===== src/rtl/mc_proc_controller.sv =====
// Multicycle control FSM: sequences one shared memory port through FETCH/DECODE/EXEC/MEM/WB.
// Define MC_PERF_CNT_EN to add the cycle_cnt / instr_ret performance counters.
module mc_proc_controller #(
  parameter int unsigned MEM_WAIT_MAX = 255,
  parameter int unsigned WAIT_CNT_W   = 8
) (
  input  logic                  clk,
  input  logic                  reset_n,
  input  logic [31:0]           instr,
  input  logic                  alu_out,
  input  logic                  mem_ready,
  output logic                  mem_req,
  output logic                  mem_we,
  output logic                  mem_addr_sel,
  output logic                  ir_we,
  output logic                  pc_we,
  output logic [1:0]            pc_sel,
  output logic                  rf_we,
  output logic [1:0]            rf_wr_sel,
  output logic [3:0]            rf_rd0_idx,
  output logic [3:0]            rf_rd1_idx,
  output logic [3:0]            rf_wr_idx,
  output logic [3:0]            alu_func,
  output logic                  alu_alt_op,
  output logic                  alu_src2_sel,
  output logic [15:0]           imm,
  output logic                  halted,
  output logic                  illegal,
  output logic                  bus_err
`ifdef MC_PERF_CNT_EN
  ,
  output logic [31:0]           cycle_cnt,
  output logic [31:0]           instr_ret
`endif
);

  localparam logic [3:0] OP_ALU_R  = 4'h0;
  localparam logic [3:0] OP_ALU_I  = 4'h8;
  localparam logic [3:0] OP_STORE  = 4'h5;
  localparam logic [3:0] OP_LOAD   = 4'h9;
  localparam logic [3:0] OP_CMP_R  = 4'h2;
  localparam logic [3:0] OP_CMP_I  = 4'hA;
  localparam logic [3:0] OP_BRANCH = 4'h6;
  localparam logic [3:0] OP_JAL    = 4'hB;

  localparam logic [1:0] PC_SEQ    = 2'b00;
  localparam logic [1:0] PC_BRANCH = 2'b01;
  localparam logic [1:0] PC_JUMP   = 2'b10;

  localparam logic [1:0] WR_ALU    = 2'b00;
  localparam logic [1:0] WR_MEM    = 2'b01;
  localparam logic [1:0] WR_LINK   = 2'b10;

  localparam logic [WAIT_CNT_W-1:0] WAIT_LAST = WAIT_CNT_W'(MEM_WAIT_MAX - 1);

  typedef enum logic [2:0] {
    S_FETCH  = 3'd0,
    S_DECODE = 3'd1,
    S_EXEC   = 3'd2,
    S_MEM    = 3'd3,
    S_WB     = 3'd4,
    S_HALT   = 3'd5
  } state_e;

  state_e                state_q, state_d;
  logic [WAIT_CNT_W-1:0] wait_cnt_q, wait_cnt_d;
  logic                  halted_q, halted_d;
  logic                  illegal_q, illegal_d;
  logic                  bus_err_q, bus_err_d;

  logic [3:0] opcode;
  logic       is_alu, is_cmp, is_load, is_store, is_branch, is_jal;
  logic       is_legal, uses_imm, rd_swap;

  // Instruction class decode
  assign opcode    = instr[3:0];
  assign is_alu    = (opcode == OP_ALU_R) || (opcode == OP_ALU_I);
  assign is_cmp    = (opcode == OP_CMP_R) || (opcode == OP_CMP_I);
  assign is_load   = (opcode == OP_LOAD);
  assign is_store  = (opcode == OP_STORE);
  assign is_branch = (opcode == OP_BRANCH);
  assign is_jal    = (opcode == OP_JAL);
  assign is_legal  = is_alu || is_cmp || is_load || is_store || is_branch || is_jal;
  assign uses_imm  = (opcode == OP_ALU_I) || (opcode == OP_CMP_I) || is_load || is_store || is_jal;
  assign rd_swap   = is_store || is_branch;

  // Stores and branches read rd as a source, so both read ports shift up one field
  assign rf_rd0_idx = rd_swap ? instr[31:28] : instr[27:24];
  assign rf_rd1_idx = rd_swap ? instr[27:24] : instr[23:20];
  assign rf_wr_idx  = instr[31:28];
  assign alu_func   = instr[7:4];
  assign imm        = instr[23:8];

  assign halted  = halted_q;
  assign illegal = illegal_q;
  assign bus_err = bus_err_q;

  always_ff @(posedge clk or negedge reset_n) begin
    if (!reset_n) begin
      state_q    <= S_FETCH;
      wait_cnt_q <= '0;
      halted_q   <= 1'b0;
      illegal_q  <= 1'b0;
      bus_err_q  <= 1'b0;
    end else begin
      state_q    <= state_d;
      wait_cnt_q <= wait_cnt_d;
      halted_q   <= halted_d;
      illegal_q  <= illegal_d;
      bus_err_q  <= bus_err_d;
    end
  end

  // Next state and strobes; the wait counter is zero whenever no request is stalled
  always_comb begin
    state_d      = state_q;
    wait_cnt_d   = '0;
    halted_d     = halted_q;
    illegal_d    = illegal_q;
    bus_err_d    = bus_err_q;
    mem_req      = 1'b0;
    mem_we       = 1'b0;
    mem_addr_sel = 1'b0;
    ir_we        = 1'b0;
    pc_we        = 1'b0;
    pc_sel       = PC_SEQ;
    rf_we        = 1'b0;
    rf_wr_sel    = WR_ALU;
    alu_alt_op   = 1'b0;
    alu_src2_sel = 1'b0;

    case (state_q)
      S_FETCH: begin
        mem_req = 1'b1;
        if (mem_ready) begin
          ir_we   = 1'b1;
          state_d = S_DECODE;
        end else if (wait_cnt_q == WAIT_LAST) begin
          state_d   = S_HALT;
          halted_d  = 1'b1;
          bus_err_d = 1'b1;
        end else begin
          wait_cnt_d = wait_cnt_q + WAIT_CNT_W'(1);
        end
      end

      S_DECODE: begin
        if (!is_legal) begin
          state_d   = S_HALT;
          halted_d  = 1'b1;
          illegal_d = 1'b1;
        end else begin
          state_d = S_EXEC;
        end
      end

      S_EXEC: begin
        alu_src2_sel = uses_imm;
        alu_alt_op   = is_cmp || is_branch;
        if (is_branch) begin
          pc_we   = 1'b1;
          pc_sel  = alu_out ? PC_BRANCH : PC_SEQ;
          state_d = S_FETCH;
        end else if (is_load || is_store) begin
          state_d = S_MEM;
        end else begin
          state_d = S_WB;
        end
      end

      S_MEM: begin
        mem_req      = 1'b1;
        mem_addr_sel = 1'b1;
        mem_we       = is_store;
        if (mem_ready) begin
          if (is_store) begin
            pc_we   = 1'b1;
            state_d = S_FETCH;
          end else begin
            state_d = S_WB;
          end
        end else if (wait_cnt_q == WAIT_LAST) begin
          state_d   = S_HALT;
          halted_d  = 1'b1;
          bus_err_d = 1'b1;
        end else begin
          wait_cnt_d = wait_cnt_q + WAIT_CNT_W'(1);
        end
      end

      S_WB: begin
        rf_we     = 1'b1;
        pc_we     = 1'b1;
        rf_wr_sel = is_load ? WR_MEM : (is_jal ? WR_LINK : WR_ALU);
        pc_sel    = is_jal ? PC_JUMP : PC_SEQ;
        state_d   = S_FETCH;
      end

      S_HALT: begin
        state_d = S_HALT;
      end

      default: begin
        state_d  = S_HALT;
        halted_d = 1'b1;
      end
    endcase

    // Strobes drop the moment reset asserts, even mid-transaction
    if (!reset_n) begin
      mem_req      = 1'b0;
      mem_we       = 1'b0;
      mem_addr_sel = 1'b0;
      ir_we        = 1'b0;
      pc_we        = 1'b0;
      pc_sel       = PC_SEQ;
      rf_we        = 1'b0;
      rf_wr_sel    = WR_ALU;
      alu_alt_op   = 1'b0;
      alu_src2_sel = 1'b0;
    end
  end

`ifdef MC_PERF_CNT_EN
  logic [31:0] cycle_cnt_q, cycle_cnt_d;
  logic [31:0] instr_ret_q, instr_ret_d;

  always_ff @(posedge clk or negedge reset_n) begin
    if (!reset_n) begin
      cycle_cnt_q <= '0;
      instr_ret_q <= '0;
    end else begin
      cycle_cnt_q <= cycle_cnt_d;
      instr_ret_q <= instr_ret_d;
    end
  end

  always_comb begin
    cycle_cnt_d = cycle_cnt_q;
    instr_ret_d = instr_ret_q;
    if (state_q != S_HALT) cycle_cnt_d = cycle_cnt_q + 32'd1;
    if (pc_we)             instr_ret_d = instr_ret_q + 32'd1;
  end

  assign cycle_cnt = cycle_cnt_q;
  assign instr_ret = instr_ret_q;
`endif

endmodule

===== config.mk =====
export PLATFORM = sky130hd
export DESIGN_NAME = mc_proc_controller
export DESIGN_NICKNAME = d
export VERILOG_FILES = /design/src/rtl/mc_proc_controller.sv
export SDC_FILE = /design/constraint.sdc
export NUM_CORES = 1
export LEC_CHECK = 0
export ABC_AREA = 1
export CAP_MARGIN = 20
export CORE_ASPECT_RATIO = 0.6
export CORE_MARGIN = 5
export CORE_UTILIZATION = 55
export CTS_BUF_LIST = sky130_fd_sc_hd__clkbuf_4 sky130_fd_sc_hd__clkbuf_8
export DETAILED_ROUTE_END_ITERATION = 8
export DONT_BUFFER_PORTS = 1
export HOLD_SLACK_MARGIN = 0.02
export PLACE_DENSITY = 0.66
export SLEW_MARGIN = 5
export SYNTH_ARGS = -nofsm -noshare
export SYNTH_HDL_FRONTEND = slang
export SYNTH_SLANG_ARGS = --single-unit

===== constraint.sdc =====
create_clock -name clk -period 2.83 [get_ports clk]
set_input_delay 0.283 -clock clk [delete_from_list [all_inputs] [get_ports clk]]
set_output_delay 0.283 -clock clk [all_outputs]
set_load 0.02 [all_outputs]

==> qor.txt, run 1 <==
Outcome - completed
Clock sink total - 14
Final min period - 1920 ps
Area of the multi-input gates - 597 um2
Pre-antenna DRT Iters - 4
Remaining DRCs - 0
Area Overhead vs Synth - -7.17%
Crit path arrival time - 1640 ps
Share of layout cells above drive strength 1 - 0.105
Core Region - 2150 um2
Placer congestion estimate - 0.804
Largest net degree at the start of global routing - 15
Sw Share - 0.447
Site Rows - 13
Max Cap Viol - 0
Die width - 70.8 um
Syn avg cell area - 6.75 um2
Max Buffers Root-to-Sink - 2
Sequential Area - 350 um2
Power Total - 0.000740 W
Clock transition at the registers of the reported paths - 60 ps
Slew margin rel. - 0.539
CTS tree - built
Worst slack, placed - 1010 ps
WL/cell - 14.0 um
Worst-margin pin slew - 687 ps
Register bit total from synthesis - 14
Hold-fix buffers at CTS - 1
DR iter-0 viols - 45
Crit. End Element - output pin
Max FO, Critical Path - 6
RSZ-0062 raised after global routing - false
Final Setup Violations - 0
Synthesized Nets - 219
Vias in the first global route - 885
Clk_lat worst skew - 250 ps
Post-cts gate resize count - 0
PD cells - 653 nW/um2
Total CTS buffers - 3
Critical path launch point type - flip-flop
Yosys warnings - 0
Routed WL - 2680 um
N_diodes - 0
Antenna violations before repair - 0
Port buffer count - 0
Period utilization - 0.679
Final core utilization - 0.528
Sequential area share after synthesis - 0.287
IO Count - 83
Int Power - 0.000409 W
Skew final - 5.54 ps
Fmax - 520 MHz
Die H - 46.5 um
WS Path Type - flip-flop to output pin
H-tree Lvls - 1
Combinational share of power - 0.421
# fillers - 223
Crit path required time - 2550 ps
Synthesized area - 1220 um2
Placed cells - 188
Part of the power in registers - 0.362
Post-route insts no fill - 192
Total congestion overflow - 0
Switching power - 0.000331 W
Post-CTS setup buffers - 0
Hold Violations, Final - 0
Clock power share - 0.217
Worst VDD drop - 392 uV
Die ar. - 3290 um2
Post-Route Setup TNS - 0 ps
Antenna-violating nets left - 0
Total track usage - 0.166
Initial core utilization - 0.569
Leak pwr - 0.538 nW
Synth cell types - 26
Via count - 1046
Fin nets - 202
First-pass GRT wire length - 4160 um
Post-DP HPWL - 2120 um
Gate Count Post-Synth - 181
Final setup slack of the worst path - 908 ps
Vias/cell - 5.45
Fin. max-slew vios - 0
Type of the worst min-delay path - input pin to flip-flop
Clock root buffer - clkbuf_8
==> final cells by class <==
cell class,instances,share of cell area
Inverter,22,0.0728
Tap cell,30,0.0331
Multi-Input combinational cell,120,0.526
Timing Repair Buffer,3,0.0221
Clock buffer,3,0.0364
Sequential cell,14,0.309
==> layer usage <==
layer  track usage  share of wire  wire length [um]  up-vias
met3        0.0697           0.11               297       20
met1         0.230           0.47              1250      455
li1              -              -                 -      511
met5             0              0                 0        -
met4        0.0787          0.032                86        0
met2         0.221           0.39              1050       60
==> cells by family after synthesis <==
logic type | after synthesis | synth area share
AO/OA/AOI/OAI | 18 | 0.0809
XOR/XNOR | 4 | 0.0287
adder cells (fa/ha/maj) | 2 | 0.0205
buffers and inverters | 47 | 0.224
flip-flops | 14 | 0.287
AND/OR/NAND/NOR | 96 | 0.359
==> registers in the layout (all words and copies together) (netlist names) <==
signal	cells
illegal	1
bus_err	1
state_q	3
wait_cnt_q	8
halted	1
==> worst max-delay path: stages (launching register included) <==
cell     delay [ps]
dfrtp_1         410
inv_1           170
nand3_1         170
nor2_1          190
nor2_1           80
a21oi_1         380
==> placed cells by master, fill, tap and decap left out <==
cell type | Yosys | layout
o21bai_1 | 1 | 1
nand4_1 | 2 | 2
o21ai_0 | 10 | 10
ha_1 | 2 | 2
xor2_1 | 3 | 3
buf_4 | 24 | 2
nor4_1 | 2 | 2
dfrtp_1 | 14 | 14
dlygate4sd3_1 | 0 | 1
xnor2_1 | 1 | 1
a21oi_2 | 1 | 1
nor3_2 | 2 | 2
a21oi_1 | 5 | 5
a211oi_1 | 1 | 1
nor3_1 | 4 | 4
nor2_1 | 27 | 27
inv_1 | 19 | 19
clkinv_1 | 1 | 1
nand3_1 | 13 | 13
nand3_2 | 1 | 1
inv_2 | 2 | 2
clkbuf_8 | 0 | 3
nand2_1 | 37 | 37
nor2_2 | 2 | 2
nand2_4 | 1 | 1
nand3b_1 | 2 | 2
nand2_2 | 3 | 3
==> stage by stage <==
stage,hold slack (ps),area (um2)
3_5_place_dp,-12.2,1080
3_3_place_gp,-12.1,1080
6_report,326,1130
5_1_grt,337,1130
2_1_floorplan,-12.6,1220
4_1_cts,319,1130
==> power by group through the flow <==
stage	logic (W)	clock network, W	registers, W
detailed placement	0.000300	0	0.000268
global placement	0.000298	0	0.000267
CTS	0.000306	0.000165	0.000264
global route	0.000352	0.000176	0.000273
floorplan	0.000299	0	0.000260
finish	0.000312	0.000160	0.000267
==> final timing paths <==
kind | from | end | slack [ps] | cells after the start
max | state_q[2] | pc_we | 910 | 5
min | mem_ready | bus_err | 330 | 3
max reg2reg | state_q[2] | state_q[2] | 1540 | 7
min reg2reg | wait_cnt_q[0] | wait_cnt_q[0] | 500 | 1
max in group asynchronous | reset_n | wait_cnt_q[0] | 1920 | 1
min in group asynchronous | reset_n | bus_err | 500 | 1
==> synth_stat cells <==
| library cell | number | area share |
|---|---|---|
| nand2_4 | 1 | 0.0092 |
| buf_4 | 24 | 0.15 |
| clkinv_1 | 1 | 0.0031 |
| nand4_1 | 2 | 0.010 |
| nor2_1 | 27 | 0.083 |
| nand2_2 | 3 | 0.015 |
| o21bai_1 | 1 | 0.0061 |
| nor4_1 | 2 | 0.010 |
| a21oi_1 | 5 | 0.020 |
| ha_1 | 2 | 0.020 |
| nand3_2 | 1 | 0.0082 |
| nor3_1 | 4 | 0.016 |
| o21ai_0 | 10 | 0.041 |
| nand3_1 | 13 | 0.053 |
| xor2_1 | 3 | 0.022 |
| nor2_2 | 2 | 0.010 |
| nand3b_1 | 2 | 0.012 |
| buf_6 | 1 | 0.0092 |
| nor3_2 | 2 | 0.016 |
| a21oi_2 | 1 | 0.0072 |
| nand2_1 | 37 | 0.11 |
| xnor2_1 | 1 | 0.0072 |
| dfrtp_1 | 14 | 0.29 |
| inv_2 | 2 | 0.0061 |
| inv_1 | 19 | 0.058 |
| a211oi_1 | 1 | 0.0061 |
No activity file was read; power rests on OpenSTA's default activity.
==> inputs of run 2 (changes only) <==
--- a/config.mk
+++ b/config.mk
@@ -14,7 +14,7 @@
 export DETAILED_ROUTE_END_ITERATION = 8
 export DONT_BUFFER_PORTS = 1
 export HOLD_SLACK_MARGIN = 0.02
-export PLACE_DENSITY = 0.66
+export PLACE_DENSITY = 0.69
 export SLEW_MARGIN = 5
 export SYNTH_ARGS = -nofsm -noshare
 export SYNTH_HDL_FRONTEND = slang
==> constraint.sdc (replaced) <==
create_clock -name clk -period 1.7 [get_ports clk]
set_input_delay 0.17 -clock clk [delete_from_list [all_inputs] [get_ports clk]]
set_output_delay 0.17 -clock clk [all_outputs]
set_load 0.02 [all_outputs]
==> qor.txt, run 2 (same netlist as run 1, synthesis figures left out) <==
Outcome - completed
Total track usage - 0.165
Antenna violations before repair - 0
Placed cells - 199
Max Buffers Root-to-Sink - 2
Most flops, register - wait_cnt_q
Hold Violations, Final - 0
Via count - 1088
IO Count - 83
Clock sink total - 14
Total congestion overflow - 0
Pre-antenna DRT Iters - 4
Final min period - 1580 ps
Leak pwr - 0.590 nW
Antenna-violating nets left - 0
Crit. End Element - output pin
N_diodes - 0
Vias/cell - 5.36
Clk_lat worst skew - 240 ps
Final setup slack of the worst path - 118 ps
WL/cell - 13.9 um
Area Overhead vs Synth - 1.84%
RSZ-0062 raised after global routing - false
Period utilization - 0.931
Site Rows - 13
Final Setup Violations - 0
CTS tree - built
Share of layout cells above drive strength 1 - 0.220
Total CTS buffers - 3
Critical path launch point type - flip-flop
Worst VDD drop - 797 uV
Clock transition at the registers of the reported paths - 50 ps
Post-Route Setup TNS - 0 ps
Vias in the first global route - 939
Post-route insts no fill - 203
First-pass GRT wire length - 4260 um
Slew margin rel. - 0.578
Die H - 46.5 um
Top Usage Layer GRT - met2
Worst-margin pin slew - 631 ps
Fin nets - 213
DR iter-0 viols - 43
Type of the worst min-delay path - input pin to flip-flop
# fillers - 218
Fin. max-slew vios - 0
Initial core utilization - 0.569
Met2 Use GR - 0.241
WS Path Type - flip-flop to output pin
Routed WL - 2810 um
Max Cap Viol - 0
Skew final - 4.59 ps
Fmax - 632 MHz
Port buffer count - 0
Most frequent cells in the layout - nand2_1, nor2_1, inv_1
Final core utilization - 0.579
Clock root buffer - clkbuf_8
Max reg flops - 8
Post-DP HPWL - 2240 um
Max FO, Critical Path - 6
Grt met3 use - 0.0654
Die ar. - 3290 um2
Worst slack, placed - 261 ps
Placer congestion estimate - 0.816
PD cells - 1020 nW/um2
Crit path arrival time - 1410 ps
Die width - 70.8 um
Top Registers - wait_cnt_q x8, state_q x3
Crit path required time - 1530 ps
Commonest non-fill, non-tap cell in the layout - nand2_1
Largest net degree at the start of global routing - 15
Core Region - 2150 um2
H-tree Lvls - 1
Remaining DRCs - 0
Area of the multi-input gates - 622 um2
Sequential Area - 353 um2
GRT met1 Usage - 0.214
[run 2: final cells by class]
class,instances,share of cell area
inverters,22,0.0664
clock buffers,3,0.0332
repair buffers,14,0.0865
flip-flops and latches,14,0.284
well taps,30,0.0302
multi-input cells,120,0.500
[run 2: where the power goes]
part           switching [W]  internal [W]
clock network       0.000103      0.000156
registers          0.0000684      0.000384
logic               0.000383      0.000179
total               0.000555      0.000719
[run 2: final timing paths]
kind | slack (ps) | cells after the start | start | to
setup reg to reg | 420 | 8 | wait_cnt_q[0] | state_q[0]
hold reg to reg | 510 | 1 | wait_cnt_q[0] | wait_cnt_q[0]
hold / removal | 210 | 3 | mem_ready | state_q[0]
max in group asynchronous | 860 | 1 | reset_n | state_q[0]
min in group asynchronous | 390 | 1 | reset_n | state_q[1]
setup / recovery | 120 | 6 | state_q[0] | pc_we
[run 2: metal layers]
layer	up-vias	routed length, um
met3	26	324
met4	0	120
met1	458	1230
met2	67	1140
met5	-	0
li1	537	-
[run 2: critical path: stages (launching register included)]
cell,delay (ps)
dfrtp_2,450
inv_2,100
nand3_2,120
nor2_2,150
nor2_1,70
a21oi_1,130
buf_4,160
[run 2: stage by stage]
step           area (um2)  hold WS [ps]  power (W)
6_report             1240           213    0.00127
5_1_grt              1240           246    0.00138
4_1_cts              1220           217    0.00125
3_5_place_dp         1160          -125   0.000973
3_3_place_gp         1160          -125   0.000963
2_1_floorplan        1220          -126   0.000930
[run 2: timing repair]
action,in CTS,in global routing
hold buffers,1,0
endpoints found under the setup margin,1,5
resized for setup,1,9
setup buffers,0,0
hold endpoints to repair,14,0
